==> src/rtl/izh_pkg.sv <==
// Shared types, constants and checksum helper for the Izhikevich parameter loader.
// Frame length is selected by the IZH_PARAM_CHECKSUM_EN macro.
package izh_pkg;

    typedef enum logic [2:0] {
        ST_IDLE     = 3'd0,
        ST_SHIFT    = 3'd1,
        ST_COMMIT   = 3'd2,
        ST_WAIT_LOW = 3'd3,
        ST_ERROR    = 3'd4
    } izh_state_t;

    typedef struct packed {
        logic [7:0] a;
        logic [7:0] b;
        logic [7:0] c;
        logic [7:0] d;
    } izh_params_t;

    localparam logic [7:0] IZH_DEF_A = 8'h05;
    localparam logic [7:0] IZH_DEF_B = 8'h33;
    localparam logic [7:0] IZH_DEF_C = 8'hBF;
    localparam logic [7:0] IZH_DEF_D = 8'h08;

    localparam int FRAME_BITS_PLAIN = 32;
    localparam int FRAME_BITS_CSUM  = 40;

`ifdef IZH_PARAM_CHECKSUM_EN
    localparam int FRAME_BITS = FRAME_BITS_CSUM;
`else
    localparam int FRAME_BITS = FRAME_BITS_PLAIN;
`endif

    localparam int CNT_W = 6;

    function automatic logic [7:0] izh_checksum(input izh_params_t p);
        return p.a ^ p.b ^ p.c ^ p.d;
    endfunction

endpackage

==> src/rtl/izh_shift_in.sv <==
// MSB-first serial shift register with a saturating bit counter and full flag.
// i_start loads a fresh frame with its first bit; i_shift appends further bits.
module izh_shift_in #(
    parameter int WIDTH = 32,
    parameter int CNT_W = 6
) (
    input  logic             clk,
    input  logic             reset,
    input  logic             i_start,
    input  logic             i_shift,
    input  logic             i_bit,
    output logic [WIDTH-1:0] o_data,
    output logic [CNT_W-1:0] o_count,
    output logic             o_full
);

    logic [WIDTH-1:0] r_data;
    logic [CNT_W-1:0] r_count;
    logic             w_full;

    assign w_full = (r_count == CNT_W'(WIDTH));

    // NOTE: sequential state uses non-blocking assignments so every register
    // samples the pre-edge values, independent of statement order.
    always_ff @(posedge clk) begin
        if (reset) begin
            r_data  <= '0;
            r_count <= '0;
        end else if (i_start) begin
            r_data  <= WIDTH'(i_bit);
            r_count <= CNT_W'(1);
        end else if (i_shift && !w_full) begin
            r_data <= {r_data[WIDTH-2:0], i_bit};
            if (r_count != '1) begin
                r_count <= r_count + 1'b1;
            end
        end
    end

    assign o_data  = r_data;
    assign o_count = r_count;
    assign o_full  = w_full;

endmodule

==> src/rtl/izh_param_loader.sv <==
// Serial loader for the Izhikevich a/b/c/d parameters with atomic commit.
// Define IZH_PARAM_CHECKSUM_EN to require a trailing a^b^c^d checksum byte.
module izh_param_loader
    import izh_pkg::*;
#(
    parameter logic [7:0] DEF_A = IZH_DEF_A,
    parameter logic [7:0] DEF_B = IZH_DEF_B,
    parameter logic [7:0] DEF_C = IZH_DEF_C,
    parameter logic [7:0] DEF_D = IZH_DEF_D
) (
    input  logic       clk,
    input  logic       reset,
    input  logic       enable,
    input  logic       load_mode,
    input  logic       serial_data,
    output logic [7:0] param_a,
    output logic [7:0] param_b,
    output logic [7:0] param_c,
    output logic [7:0] param_d,
    output logic       params_ready,
    output logic       load_done,
    output logic       frame_error,
    output logic [2:0] debug_state
);

    izh_state_t            r_state;
    izh_state_t            w_state_nxt;
    izh_params_t           r_params;
    logic                  r_params_ready;
    logic                  r_load_done;
    logic                  r_frame_error;

    logic [FRAME_BITS-1:0] w_shadow;
    logic [CNT_W-1:0]      w_count;
    logic                  w_full;
    logic                  w_frame_end;
    logic                  w_csum_ok;
    izh_params_t           w_shadow_params;

    logic                  w_start;
    logic                  w_shift;
    logic                  w_commit;
    logic                  w_error;

    izh_shift_in #(
        .WIDTH (FRAME_BITS),
        .CNT_W (CNT_W)
    ) u_shift_in (
        .clk     (clk),
        .reset   (reset),
        .i_start (w_start),
        .i_shift (w_shift),
        .i_bit   (serial_data),
        .o_data  (w_shadow),
        .o_count (w_count),
        .o_full  (w_full)
    );

    // The bit being sampled now completes the frame.
    assign w_frame_end = w_full || (w_count == CNT_W'(FRAME_BITS - 1));

`ifdef IZH_PARAM_CHECKSUM_EN
    logic [FRAME_BITS-1:0] w_frame_nxt;
    izh_params_t           w_params_nxt;

    // Checksum is judged on the frame as it will stand after this bit.
    assign w_frame_nxt     = {w_shadow[FRAME_BITS-2:0], serial_data};
    assign w_params_nxt    = izh_params_t'(w_frame_nxt[FRAME_BITS-1:8]);
    assign w_csum_ok       = (izh_checksum(w_params_nxt) == w_frame_nxt[7:0]);
    assign w_shadow_params = izh_params_t'(w_shadow[FRAME_BITS-1:8]);
`else
    assign w_csum_ok       = 1'b1;
    assign w_shadow_params = izh_params_t'(w_shadow);
`endif

    always_ff @(posedge clk) begin
        if (reset) begin
            r_state <= ST_IDLE;
        end else begin
            r_state <= w_state_nxt;
        end
    end

    always_comb begin
        w_state_nxt = r_state;
        if (enable) begin
            unique case (r_state)
                ST_IDLE: begin
                    if (load_mode) begin
                        w_state_nxt = ST_SHIFT;
                    end
                end
                ST_SHIFT: begin
                    if (!load_mode) begin
                        w_state_nxt = ST_ERROR;
                    end else if (w_frame_end) begin
                        w_state_nxt = w_csum_ok ? ST_COMMIT : ST_ERROR;
                    end
                end
                ST_COMMIT, ST_ERROR: begin
                    w_state_nxt = ST_WAIT_LOW;
                end
                ST_WAIT_LOW: begin
                    if (!load_mode) begin
                        w_state_nxt = ST_IDLE;
                    end
                end
                default: begin
                    w_state_nxt = ST_IDLE;
                end
            endcase
        end
    end

    // NOTE: every signal gets a default before the case so no latch is inferred.
    always_comb begin
        w_start  = 1'b0;
        w_shift  = 1'b0;
        w_commit = 1'b0;
        w_error  = 1'b0;
        if (enable) begin
            unique case (r_state)
                ST_IDLE:     w_start  = load_mode;
                ST_SHIFT:    w_shift  = load_mode;
                ST_COMMIT:   w_commit = 1'b1;
                ST_ERROR:    w_error  = 1'b1;
                default: ;
            endcase
        end
    end

    // Pulses clear on a stalled cycle; the COMMIT/ERROR state simply waits.
    always_ff @(posedge clk) begin
        if (reset) begin
            r_params       <= '{a: DEF_A, b: DEF_B, c: DEF_C, d: DEF_D};
            r_params_ready <= 1'b1;
            r_load_done    <= 1'b0;
            r_frame_error  <= 1'b0;
        end else begin
            r_load_done   <= w_commit;
            r_frame_error <= w_error;
            if (w_commit) begin
                r_params <= w_shadow_params;
            end
            if (w_commit || w_error) begin
                r_params_ready <= 1'b1;
            end else if (w_start) begin
                r_params_ready <= 1'b0;
            end
        end
    end

    assign param_a      = r_params.a;
    assign param_b      = r_params.b;
    assign param_c      = r_params.c;
    assign param_d      = r_params.d;
    assign params_ready = r_params_ready;
    assign load_done    = r_load_done;
    assign frame_error  = r_frame_error;
    assign debug_state  = r_state;

endmodule

==> config.mk <==
export PLATFORM = sky130hd
export DESIGN_NAME = izh_param_loader
export DESIGN_NICKNAME = d
export VERILOG_FILES = /design/src/rtl/izh_pkg.sv /design/src/rtl/izh_shift_in.sv /design/src/rtl/izh_param_loader.sv
export SDC_FILE = /design/constraint.sdc
export NUM_CORES = 1
export LEC_CHECK = 0
export BUFFER_PORTS_ARGS = -buffer_cell sky130_fd_sc_hd__clkbuf_2
export CAP_MARGIN = 0
export CELL_PAD_IN_SITES_DETAIL_PLACEMENT = 2
export CELL_PAD_IN_SITES_GLOBAL_PLACEMENT = 2
export CORE_MARGIN = 3
export CORE_UTILIZATION = 34
export DETAILED_ROUTE_END_ITERATION = 8
export GPL_TIMING_DRIVEN = 0
export PLACE_DENSITY_LB_ADDON = 0.3
export SLEW_MARGIN = 0
export SYNTH_ARGS = -nofsm -noshare
export SYNTH_HDL_FRONTEND = slang
export SYNTH_SLANG_ARGS = --single-unit
==> constraint.sdc <==
create_clock -name clk -period 2 [get_ports clk]
set_input_delay 0.2 -clock clk [delete_from_list [all_inputs] [get_ports clk]]
set_output_delay 0.2 -clock clk [all_outputs]
set_load 0.02 [all_outputs]
==> impl_metrics.tcl <==
set metrics [dict create \
    hp-class "input port to flop" \
    p_seq_frac 0.494 \
    crit_fanout 8 \
    peakVddDrop_v 0.000421 \
    finalPower_mw 3.13 \
    synthArstFlopShare 0 \
    drt_iter0_markers 30 \
    r2r_slack_ns 0.09 \
    row_count 33 \
    htreeDepth 3 \
    path_class "flop to flop" \
    hold_buffers 0 \
    chipWidth_um 99.0 \
    worst_pin_slew_ns 0.638 \
    synth-edff-count 0 \
    synth_warnings 0 \
    antenna_left 0 \
    reg2reg_to "u_shift_in.o_count[3]" \
    num_io_pins 43 \
    slew_violations 0 \
    worst_slack_ns 0.0900 \
    dp.final_hpwl_um 5640 \
    start_util 0.354 \
    grt_pass1_vias 2701 \
    placed_cells_incl_taps 475 \
    grt_max_degree 13 \
    antenna_found_initial 0 \
    min_period_over_period 0.955 \
    coreArea_sq_mm 0.00830 \
    rr_worst_depth 6 \
    fin_setup_tns_ns 0 \
    swShare 0.236 \
    drt-pass1-iter-count 4 \
    drv_cap 0 \
    dpl_worst_slack_ns 0.00766 \
    pwr-share-comb 0.075 \
    yosysSeqAreaShare 0.517 \
    numCtsBuffers 9 \
    critPathLaunch "u_shift_in.o_count[0]" \
    track_usage 0.179 \
    holdPathStages 3 \
    startpoint_type "flop" \
    final-setup-viol-count 0 \
    power_leakage_nw 1.55 \
    placed_area_sq_mm 0.00328 \
    min-delay-start "serial_data" \
    numPortBuffers 41 \
    syn_area_per_cell_sq_um 8.94 \
    rsz0062_at_grt "yes" \
    gp_congestion 0.768 \
    hold_viol 0 \
    diodes 0 \
    status "completed" \
    vias 2485 \
    cp_data_arrival_time_ns 2.20 \
    post_cts_buffers 0 \
    ys_types 43 \
    grt_pass1_wl_um 13800 \
    min_period_ns 1.91 \
    hold_slack_ns 0.214 \
    r2r-start "u_shift_in.o_count[0]" \
    critPathRequiredTime_ns 2.29 \
    areaGrowthSynthToFinish_pct 20.6 \
    routed_via_density 5.07 \
    clock-sinks 76 \
    hold_path_end "u_shift_in.o_data[0]" \
    fmax_mhz 524 \
    fin_area_sq_mm 0.00355 \
    max_slew_margin 0.575 \
    cts_buffer_depth 2 \
    cts_tree "yes" \
    powerDensity_mw_per_mm2 881 \
    die_area_sq_mm 0.00980 \
    fillers 959 \
    syn_inst 329 \
    syn-num-nets 336 \
    path_clk_slew_ns 0.08 \
    clkPwrFrac 0.431 \
    switchingPower_uw 737 \
    gr-total-overflow 0 \
    wire_per_inst_um 17.2 \
    clock_tree.root_cell "clkbuf_8" \
    skew_ns 0.0126 \
    internal-power_mw 2.39 \
    stdcell_count 490 \
    ys_ff_latch 76 \
    ys.flop_type "dfxtp_1" \
    layout.nets 387 \
    drive_gt1_frac 0.208 \
    synth_area_sq_mm 0.00294 \
    end_kind "flop" \
    fin_util 0.427 \
    clk_latency_ns 0.35 \
    wl_um 8410 \
    die_height_um 99.0 \
    drc 0 \
]
registers in the layout, indices dropped and copies added (netlist names):
signal and flops:
debug_state 3, frame_error 1, load_done 1, param_a 8
param_b 8, param_c 8, param_d 8, params_ready 1
u_shift_in.o_count 6, u_shift_in.o_data 32
layer usage:
| metal | routed length, um | global-route usage |
|---|---|---|
| met1 | 3690 | 0.210 |
| met2 | 4370 | 0.317 |
| met3 | 210 | 0.0453 |
| met4 | 134 | 0.0588 |
| met5 | 0 | 0 |
worst max-delay path by stage:
stage / slack (ns) / to / depth (start not counted)
after CTS: 0.04 / param_b[7] / 7
after detailed placement: 0.008 / u_shift_in.o_data[6] / 7
after global placement: 0.08 / u_shift_in.o_data[5] / 7
final: 0.09 / u_shift_in.o_count[3] / 6
after global routing: 0.006 / u_shift_in.o_count[0] / 7
after floorplan: 0.17 / u_shift_in.o_count[3] / 6
worst max-delay path, cell delays in order (launching register included):
cell and delay, ns:
dfxtp_4 0.38, inv_1 0.05, ha_1 0.18, and2_1 0.20
a211o_2 0.38, or4_4 0.53, a21oi_2 0.13
cells in the final DEF, fill, tap and decap left out, types with 3 or more instances in the layout:
cell type,instances
nor2_1,39
nand3_1,5
clkbuf_8,11
nand2b_1,3
mux2i_1,33
inv_1,4
clkbuf_2,44
clkbuf_4,4
buf_2,3
dfxtp_1,74
o21ai_0,3
clkbuf_1,11
nand2_1,71
nand3b_1,15
a21oi_1,23
cell families (layout without fill, tap and decap cells):
| logic type | after synthesis | count (layout) | share of synthesized area |
|---|---|---|---|
| AO/OA/AOI/OAI | 42 | 42 | 0.0885 |
| adder cells (fa/ha/maj) | 2 | 2 | 0.00851 |
| buffers and inverters | 27 | 83 | 0.0417 |
| flip-flops | 76 | 76 | 0.517 |
| multiplexers | 33 | 33 | 0.112 |
| AND/OR/NAND/NOR | 149 | 149 | 0.232 |
power by group through the flow:
stage          clock network, mW  registers (mW)  logic, mW
2_1_floorplan                  0            1.60      0.135
3_3_place_gp                   0            1.58      0.218
3_5_place_dp                   0            1.58      0.225
4_1_cts                     1.39            1.55      0.230
5_1_grt                     1.45            1.55      0.255
6_report                    1.35            1.55      0.233
final cells by class:
cell class | instances | area, sq um | share of cell area
inverters | 4 | 15.0 | 0.00423
multi-input cells | 226 | 1330 | 0.374
plain buffers | 22 | 116 | 0.0328
repair buffers | 41 | 205 | 0.0578
well taps | 105 | 131 | 0.0370
clock inverters | 3 | 68.8 | 0.0194
clock buffers | 13 | 159 | 0.0448
flip-flops and latches | 76 | 1530 | 0.430
what timing repair did:
item | CTS | global route
resized for setup | 2 | 18
setup endpoints to repair | 6 | 65
endpoints found under the hold margin | 0 | 0
Yosys cell counts, types with 2 or more instances:
| master | count | area, sq um |
|---|---|---|
| a21oi_1 | 24 | 120 |
| buf_2 | 8 | 40.0 |
| clkbuf_1 | 13 | 48.8 |
| dfxtp_1 | 76 | 1520 |
| ha_1 | 2 | 25.0 |
| inv_1 | 4 | 15.0 |
| mux2i_1 | 33 | 330 |
| nand2_1 | 71 | 267 |
| nand2b_1 | 3 | 18.8 |
| nand3_1 | 5 | 25.0 |
| nand3b_1 | 15 | 113 |
| nor2_1 | 39 | 146 |
| nor3_1 | 2 | 10.0 |
| o21ai_0 | 3 | 15.0 |
| o311ai_0 | 2 | 17.5 |
| or3_1 | 2 | 12.5 |
(Power assumes the default switching activity.)
